$ cat src/rtl/cache_types_pkg.sv
// Shared sizing, types and helpers for the cache line to memory burst adapter.
package cache_types_pkg;

  localparam int S_OFFSET = 5;
  localparam int BEAT_W   = 64;
  localparam int BEATS    = 4;
  localparam int LINE_W   = BEAT_W * BEATS;
  localparam int ADDR_W   = 32;
  localparam int CNT_W    = $clog2(BEATS);

  typedef logic [LINE_W-1:0] line_t;
  typedef logic [BEAT_W-1:0] beat_t;
  typedef logic [CNT_W-1:0]  beat_cnt_t;

  typedef enum logic [1:0] {
    IDLE,
    RD_BURST,
    WR_BURST,
    DONE
  } adapter_state_e;

  localparam logic [ADDR_W-1:0] OFFSET_MASK = ADDR_W'((1 << S_OFFSET) - 1);
  localparam beat_cnt_t         LAST_BEAT   = beat_cnt_t'(BEATS - 1);

  // Memory bursts always start at the first byte of the line.
  function automatic logic [ADDR_W-1:0] line_align(input logic [ADDR_W-1:0] addr);
    return addr & ~OFFSET_MASK;
  endfunction

endpackage

$ cat src/rtl/cacheline_burst_adapter.sv
// Turns one 256-bit cache line read/write into a 4-beat x 64-bit memory burst,
// lowest word first, with a single outstanding request.
module cacheline_burst_adapter
  import cache_types_pkg::*;
(
  input  logic              clk,
  input  logic              rst,
  input  logic [LINE_W-1:0] line_i,
  output logic [LINE_W-1:0] line_o,
  input  logic [ADDR_W-1:0] address_i,
  input  logic              read_i,
  input  logic              write_i,
  output logic              resp_o,
  input  logic [BEAT_W-1:0] burst_i,
  output logic [BEAT_W-1:0] burst_o,
  output logic [ADDR_W-1:0] address_o,
  output logic              read_o,
  output logic              write_o,
  input  logic              resp_i
);

  adapter_state_e state, state_next;
  beat_cnt_t      beat_cnt;
  line_t          line_buf;
  beat_t          wr_beat;
  logic           accept_rd, accept_wr, take_beat, last_beat;

  assign last_beat = (beat_cnt == LAST_BEAT);
  assign wr_beat   = line_buf[int'(beat_cnt)*BEAT_W +: BEAT_W];

  always_ff @(posedge clk) begin
    if (rst) state <= IDLE;
    else     state <= state_next;
  end

  // Write wins when both requests arrive together; DONE ignores requests.
  always_comb begin
    state_next = state;
    accept_rd  = 1'b0;
    accept_wr  = 1'b0;
    take_beat  = 1'b0;
    read_o     = 1'b0;
    write_o    = 1'b0;
    resp_o     = 1'b0;
    burst_o    = '0;
    case (state)
      IDLE: begin
        if (write_i) begin
          accept_wr  = 1'b1;
          state_next = WR_BURST;
        end else if (read_i) begin
          accept_rd  = 1'b1;
          state_next = RD_BURST;
        end
      end
      RD_BURST: begin
        read_o = 1'b1;
        if (resp_i) begin
          take_beat = 1'b1;
          if (last_beat) state_next = DONE;
        end
      end
      WR_BURST: begin
        write_o = 1'b1;
        burst_o = wr_beat;
        if (resp_i) begin
          take_beat = 1'b1;
          if (last_beat) state_next = DONE;
        end
      end
      DONE: begin
        resp_o     = 1'b1;
        state_next = IDLE;
      end
      default: state_next = IDLE;
    endcase
  end

  always_ff @(posedge clk) begin
    if (rst) begin
      beat_cnt  <= '0;
      line_buf  <= '0;
      line_o    <= '0;
      address_o <= '0;
    end else begin
      if (accept_wr || accept_rd) address_o <= line_align(address_i);
      if (accept_wr) line_buf <= line_i;
      if (take_beat) begin
        beat_cnt <= last_beat ? '0 : beat_cnt + 1'b1;
        if (state == RD_BURST) line_o[int'(beat_cnt)*BEAT_W +: BEAT_W] <= burst_i;
      end
    end
  end

endmodule

$ cat config.mk
export PLATFORM = sky130hd
export DESIGN_NAME = cacheline_burst_adapter
export DESIGN_NICKNAME = d
export VERILOG_FILES = /design/src/rtl/cache_types_pkg.sv /design/src/rtl/cacheline_burst_adapter.sv
export SDC_FILE = /design/constraint.sdc
export NUM_CORES = 1
export LEC_CHECK = 0
export CAP_MARGIN = 20
export CORE_AREA = 2 2 274 276
export DETAILED_ROUTE_END_ITERATION = 6
export DIE_AREA = 0 0 276 278
export DONT_BUFFER_PORTS = 1
export PLACE_DENSITY = 0.42
export SYNTH_ARGS = -nofsm -noshare
export SYNTH_HDL_FRONTEND = slang
export SYNTH_SLANG_ARGS = --single-unit
$ cat constraint.sdc
create_clock -name clk -period 2.9 [get_ports clk]
set_input_delay 0.725 -clock clk [delete_from_list [all_inputs] [get_ports clk]]
set_output_delay 0.725 -clock clk [all_outputs]
set_load 0.01 [all_outputs]
Word level (Yosys, flattened, before mapping)
Index checks and enable logic that the tools add are counted.
W data, S select, Z words.
{"block": "op_classes", "n_addsub": 2, "n_mul": 0, "div": 0, "magnitude_cmp": 0, "eq_ne": 7, "n_shift": 3, "muxes": 18, "bitwise": 0, "n_reduce_logical": 5}
{"operator": "$bwmux W256", "count": 1}
{"operator": "$shift A64 B33 Y256 const A", "count": 1}
{"operator": "$shiftx A256 B9 Y64", "count": 1}
{"operator": "$shiftx A64 B33 Y256", "count": 1}
{"operator": "$mux W64", "count": 1}
{"operator": "$neg A8 Y33", "count": 1}
{"operator": "$mux W1", "count": 10}
{"operator": "$mux W2", "count": 5}
{"operator": "$eq A2 B2 Y1 const B", "count": 3}
{"operator": "$pmux W2 S3", "count": 1}
{"operator": "$ne A2 B1 Y1 const B", "count": 2}
{"operator": "$ne A3 B3 Y1 const B", "count": 1}
{"operator": "$reduce_and A3 Y1", "count": 1}
{"operator": "$add A2 B1 Y2 const B", "count": 1}
{"operator": "$eq A2 B1 Y1 const B", "count": 1}
{"operator": "$logic_not A2 Y1", "count": 1}
{"operator": "$reduce_and A2 Y1", "count": 1}
{"operator": "$reduce_or A2 Y1", "count": 1}
{"operator": "$logic_or A1 B1 Y1", "count": 1}
{"block": "totals", "register_bits": 543, "latch_bits": 0, "ram_bits": 0, "mem_bits_ro": 0, "input_bits": 357, "wordCells": 40, "n_memories": 0}

Logic depth before layout (Yosys ltp)
{"block": "depth", "ltp_word": 4, "depth_mapped": 10, "depth_no_buf": 5}

Worst setup path before layout
No wires, ideal clock.
{"block": "synth_path", "path_type": "reg2reg", "startpoint": "register beat_cnt[0]", "endpoint": "register line_o[67]", "setup_ps": 59, "arrival_ps": 2432, "t_required_ps": 2841, "setup_slack_ps": 409, "stages_incl_launch_ff": 11, "synth_period_minus_slack_ps": 2491, "path_cell_list": "dfxtp_1 -> buf_4 -> buf_4 -> buf_2 -> inv_1 -> ha_1 -> or3b_1 -> buf_2 -> nor3_4 -> buf_6 -> a22o_1"}
{"block": "synth_between", "elab_chain_cells": 3, "word_cells_on_any_way": 4, "classes_between": "add/sub: 1; shift: 2; mux: 1"}
{"element": "from (decl)", "line_no": "cacheline_burst_adapter.sv:23", "text": "beat_cnt_t beat_cnt;"}
{"element": "from (signal assigned)", "line_no": "cacheline_burst_adapter.sv:89", "text": "beat_cnt <= last_beat ? '0 : beat_cnt + 1'b1;"}
{"element": "$neg A8 Y33 (*)", "line_no": "cacheline_burst_adapter.sv:90", "text": "if (state == RD_BURST) line_o[int'(beat_cnt)*BEAT_W +: BEAT_W] <= burst_i;"}
{"element": "$shiftx A64 B33 Y256 / $shift A64 B33 Y256 (equally long branches)", "line_no": "cacheline_burst_adapter.sv:90"}
{"element": "$bwmux W256 (*)", "line_no": "cacheline_burst_adapter.sv:90"}
{"element": "to (signal, indexed assignment)", "line_no": "cacheline_burst_adapter.sv:90"}
{"element": "to (decl)", "line_no": "cacheline_burst_adapter.sv:9", "text": "output logic [LINE_W-1:0] line_o,"}
Mark *: on every way between the ends. The rest lies on a longest branch, timed or not.
A chain may end at the register's enable or synchronous reset.

Worst setup path after layout
{"block": "layout_path", "startpoint": "register beat_cnt[0]", "endpoint": "output burst_o[7]"}
{"block": "layout_between", "elab_chain_cells": 2}
{"element": "$shiftx A256 B9 Y64", "line_no": "cacheline_burst_adapter.sv:29", "text": "assign wr_beat = line_buf[int'(beat_cnt)*BEAT_W +: BEAT_W];"}
{"element": "$mux W64", "line_no": "cacheline_burst_adapter.sv:46", "text": "case (state)"}
{"element": "to (decl)", "line_no": "cacheline_burst_adapter.sv:15", "text": "output logic [BEAT_W-1:0] burst_o,"}
Every way passes these cells.

==> impl_metrics.env <==
export IMPL_run_status="complete, but fails checks"
export IMPL_failing_checks="design-rule violations"
export IMPL_combined_area_of_the_multi_input_logic_cells_um2=8521
export IMPL_buffer_ports_inserted=0
export IMPL_startpoint_type="register"
export IMPL_grt_overflow_total=0
export IMPL_worst_setup_path_end_kind="primary output"
export IMPL_slew_headroom_pct=51.08
export IMPL_die_w_um=276
export IMPL_nFillCells=7695
export IMPL_num_vias=15750
export IMPL_final_setup_vio_count=0
export IMPL_drtAntennaViolNets=0
export IMPL_clock_insertion_delay_worst_skew_ns=0.63
export IMPL_rrSetupSlack_ns=0.47
export IMPL_first_global_vias=15730
export IMPL_timing_critical_path_arrival_ns=2.09
export IMPL_critPathTopFamily="multiplexers"
export IMPL_detailed_place_hpwl_mm=49.98
export IMPL_drtIter0Drc=1046
export IMPL_power_density_nw_per_um2=876.4
export IMPL_synth_sequential_area_ratio_pct=53.78
export IMPL_grt_pass1_wl_mm=105.9
export IMPL_yosysTopAreaCell="sky130_fd_sc_hd__dfxtp_1"
export IMPL_holdWs_ns=0.1959
export IMPL_crit_chain="buf_12 -> buf_12 -> mux4_2 -> and2_1"
export IMPL_async_flop_share_pct=0
export IMPL_area_share_of_the_largest_cell_type_after_synthesis_pct=53.78
export IMPL_postSynthRegisterBits=543
export IMPL_worst_path_most_repeated_cell="sky130_fd_sc_hd__buf_12"
export IMPL_drt_wl_total_mm=71.93
export IMPL_core_um2=73820
export IMPL_drc_errors=34
export IMPL_finalClockSkew_ns=0.03153
export IMPL_post_layout_min_period_ns=2.816
export IMPL_starting_density_pct=27.38
export IMPL_globalplace_congestion=0.8255
export IMPL_power_leakage_nw=8.278
export IMPL_nets=2447
export IMPL_syn_mean_instance_area_um2=9.388
export IMPL_min_delay_path_class="input pin to register"
export IMPL_syn_instance_count=2153
export IMPL_route_detailed_vias_per_inst=5.088
export IMPL_cts_tree="built"
export IMPL_timing_critical_path_buf_inv=2
export IMPL_cts_htree_levels=2
export IMPL_maxSlewViolCount=0
export IMPL_cts_inserted_buffers=60
export IMPL_detailedRoute_firstPassIterationCount=7
export IMPL_clk_transition_reported_paths_ns=0.06
export IMPL_ctsRootBufferMaster="sky130_fd_sc_hd__clkbuf_16"
export IMPL_mappedNetlistArea_um2=20210
export IMPL_max_cap_violations=0
export IMPL_chip_height_um=278
export IMPL_timing_worst_slew_pin_value_ns=0.7337
export IMPL_cts_num_sinks=543
export IMPL_max_vdd_ir_drop_v=0.0005052
export IMPL_cts_root_to_sink_buffers=3
export IMPL_holdBufCountCts=0
export IMPL_top_library_cells_by_usage_in_the_layout_fill_and_taps_aside="sky130_fd_sc_hd__nand2_1 (634), sky130_fd_sc_hd__dfxtp_1 (541), sky130_fd_sc_hd__a21oi_1 (349)"
export IMPL_final_period_utilization_pct=97.11
export IMPL_area_growth_syn_to_layout_pct=15.38
export IMPL_max_freq_ghz=0.3551
export IMPL_yosys_most_used_dff="sky130_fd_sc_hd__dfxtp_1"
export IMPL_worstPathRequired_ns=2.17
export IMPL_drive_above_1_share_pct=10.79
export IMPL_max_stage_delay_ns=0.50
export IMPL_grt_start_max_net_pins=356
export IMPL_regArea_um2=10880
export IMPL_count_of_different_cell_masters_after_synthesis=34
export IMPL_ys_top_cells_by_area="sky130_fd_sc_hd__dfxtp_1 (54%), sky130_fd_sc_hd__nand2_1 (12%), sky130_fd_sc_hd__a21oi_1 (8.6%)"
export IMPL_route_detailed_wl_per_inst_um=23.24
export IMPL_grt_use_total_pct=17.94
export IMPL_setup_worst_path_class="register to primary output"
export IMPL_grt_antenna_before_repair=4
export IMPL_die_area_um2=76730
export IMPL_post_synth_edffs=0
export IMPL_hold_violations=0
export IMPL_core_rowCount=100
export IMPL_synth_warn=0
export IMPL_grt_setup_unrepaired="yes"
export IMPL_top_level_ports=712
export IMPL_crit_slowest_cell="sky130_fd_sc_hd__mux4_2"
export IMPL_fin_util_pct=31.59
export IMPL_final_common_cell="sky130_fd_sc_hd__nand2_1"
export IMPL_path_max_fanout=14
[final cells by class]
type	instances	area share, %
flip-flops and latches	543	46.65
multi-input cells	1414	36.54
clock buffers	87	7.565
well taps	969	5.199
repair buffers	55	3.225
clock inverters	18	0.7029
inverters	5	0.08048
diodes	4	0.04292
[logic make-up (layout without fill, tap and decap cells)]
family                   count (synthesis)  count (layout)  share of synthesized area (%)
AO/OA/AOI/OAI                          550             550                          17.66
adder cells (fa/ha/maj)                 11              11                         0.6809
buffers and inverters                  200             165                          4.550
flip-flops                             543             543                          53.78
multiplexers                            65              65                          7.181
other                                    1               9                        0.01855
AND/OR/NAND/NOR                        783             783                          16.13
[repair_timing]
| item | 4_1_cts | 5_1_grt |
|---|---|---|
| setup endpoints to repair | 61 | 28 |
| buffers inserted | 6 | 0 |
| resized for setup | 3 | 3 |
[registers in the layout, summed over array words and instances (netlist names)]
signal	flops
address_o	27
beat_cnt	2
line_buf	256
line_o	256
state	2
[worst paths after layout]
kind                  from            end  cells after the start
max            beat_cnt[0]     burst_o[7]                      4
min                    rst  address_o[11]                      1
max reg2reg    beat_cnt[0]    line_o[196]                      8
min reg2reg  line_buf[107]  line_buf[107]                      2
[synth_stat cells (all sizes together) (2+ instances only)]
library cell and n:
a21oi 349, a22o 128, a31oi 2, a32o 64, and2 65, buf 67
clkbuf 128, dfxtp 543, ha 11, inv 5, mux4 64, nand2 635
nand2b 3, nand3 67, nor2 4, nor3 2, o21ai 3
[where the power goes]
part,leakage (nW),internal [W],switching [W],total (W)
combinational,2.91,0.00164,0.00246,0.00410
clock,0.952,0.00436,0.00314,0.00750
sequential,4.42,0.00828,0.000556,0.00883
total,8.28,0.0143,0.00616,0.0204
[through the flow]
stage | TNS [ns] | setup WS (ns) | power [W] | std cells | area (um2)
4_1_cts | -0.002933 | -0.002933 | 0.02072 | 3090 | 23280
2_1_floorplan | 0 | 0.4090 | 0.01176 | 2157 | 20230
5_1_grt | -0.005388 | -0.002709 | 0.02153 | 3095 | 23320
3_3_place_gp | 0 | 0.4819 | 0.01294 | 2979 | 21280
6_report | 0 | 0.08383 | 0.02044 | 3095 | 23320
3_5_place_dp | 0 | 0.4720 | 0.01306 | 2979 | 21280
[metal layers]
metal | vias to the layer above | global-route usage, % | share of wire, %
met4 | 0 | 7.734 | 3.8
li1 | 7317 | - | -
met5 | - | 0 | 0
met1 | 7714 | 20.18 | 38
met3 | 144 | 5.843 | 8.4
met2 | 571 | 31.10 | 50
Note: power is estimated with default switching activity, not from simulation.
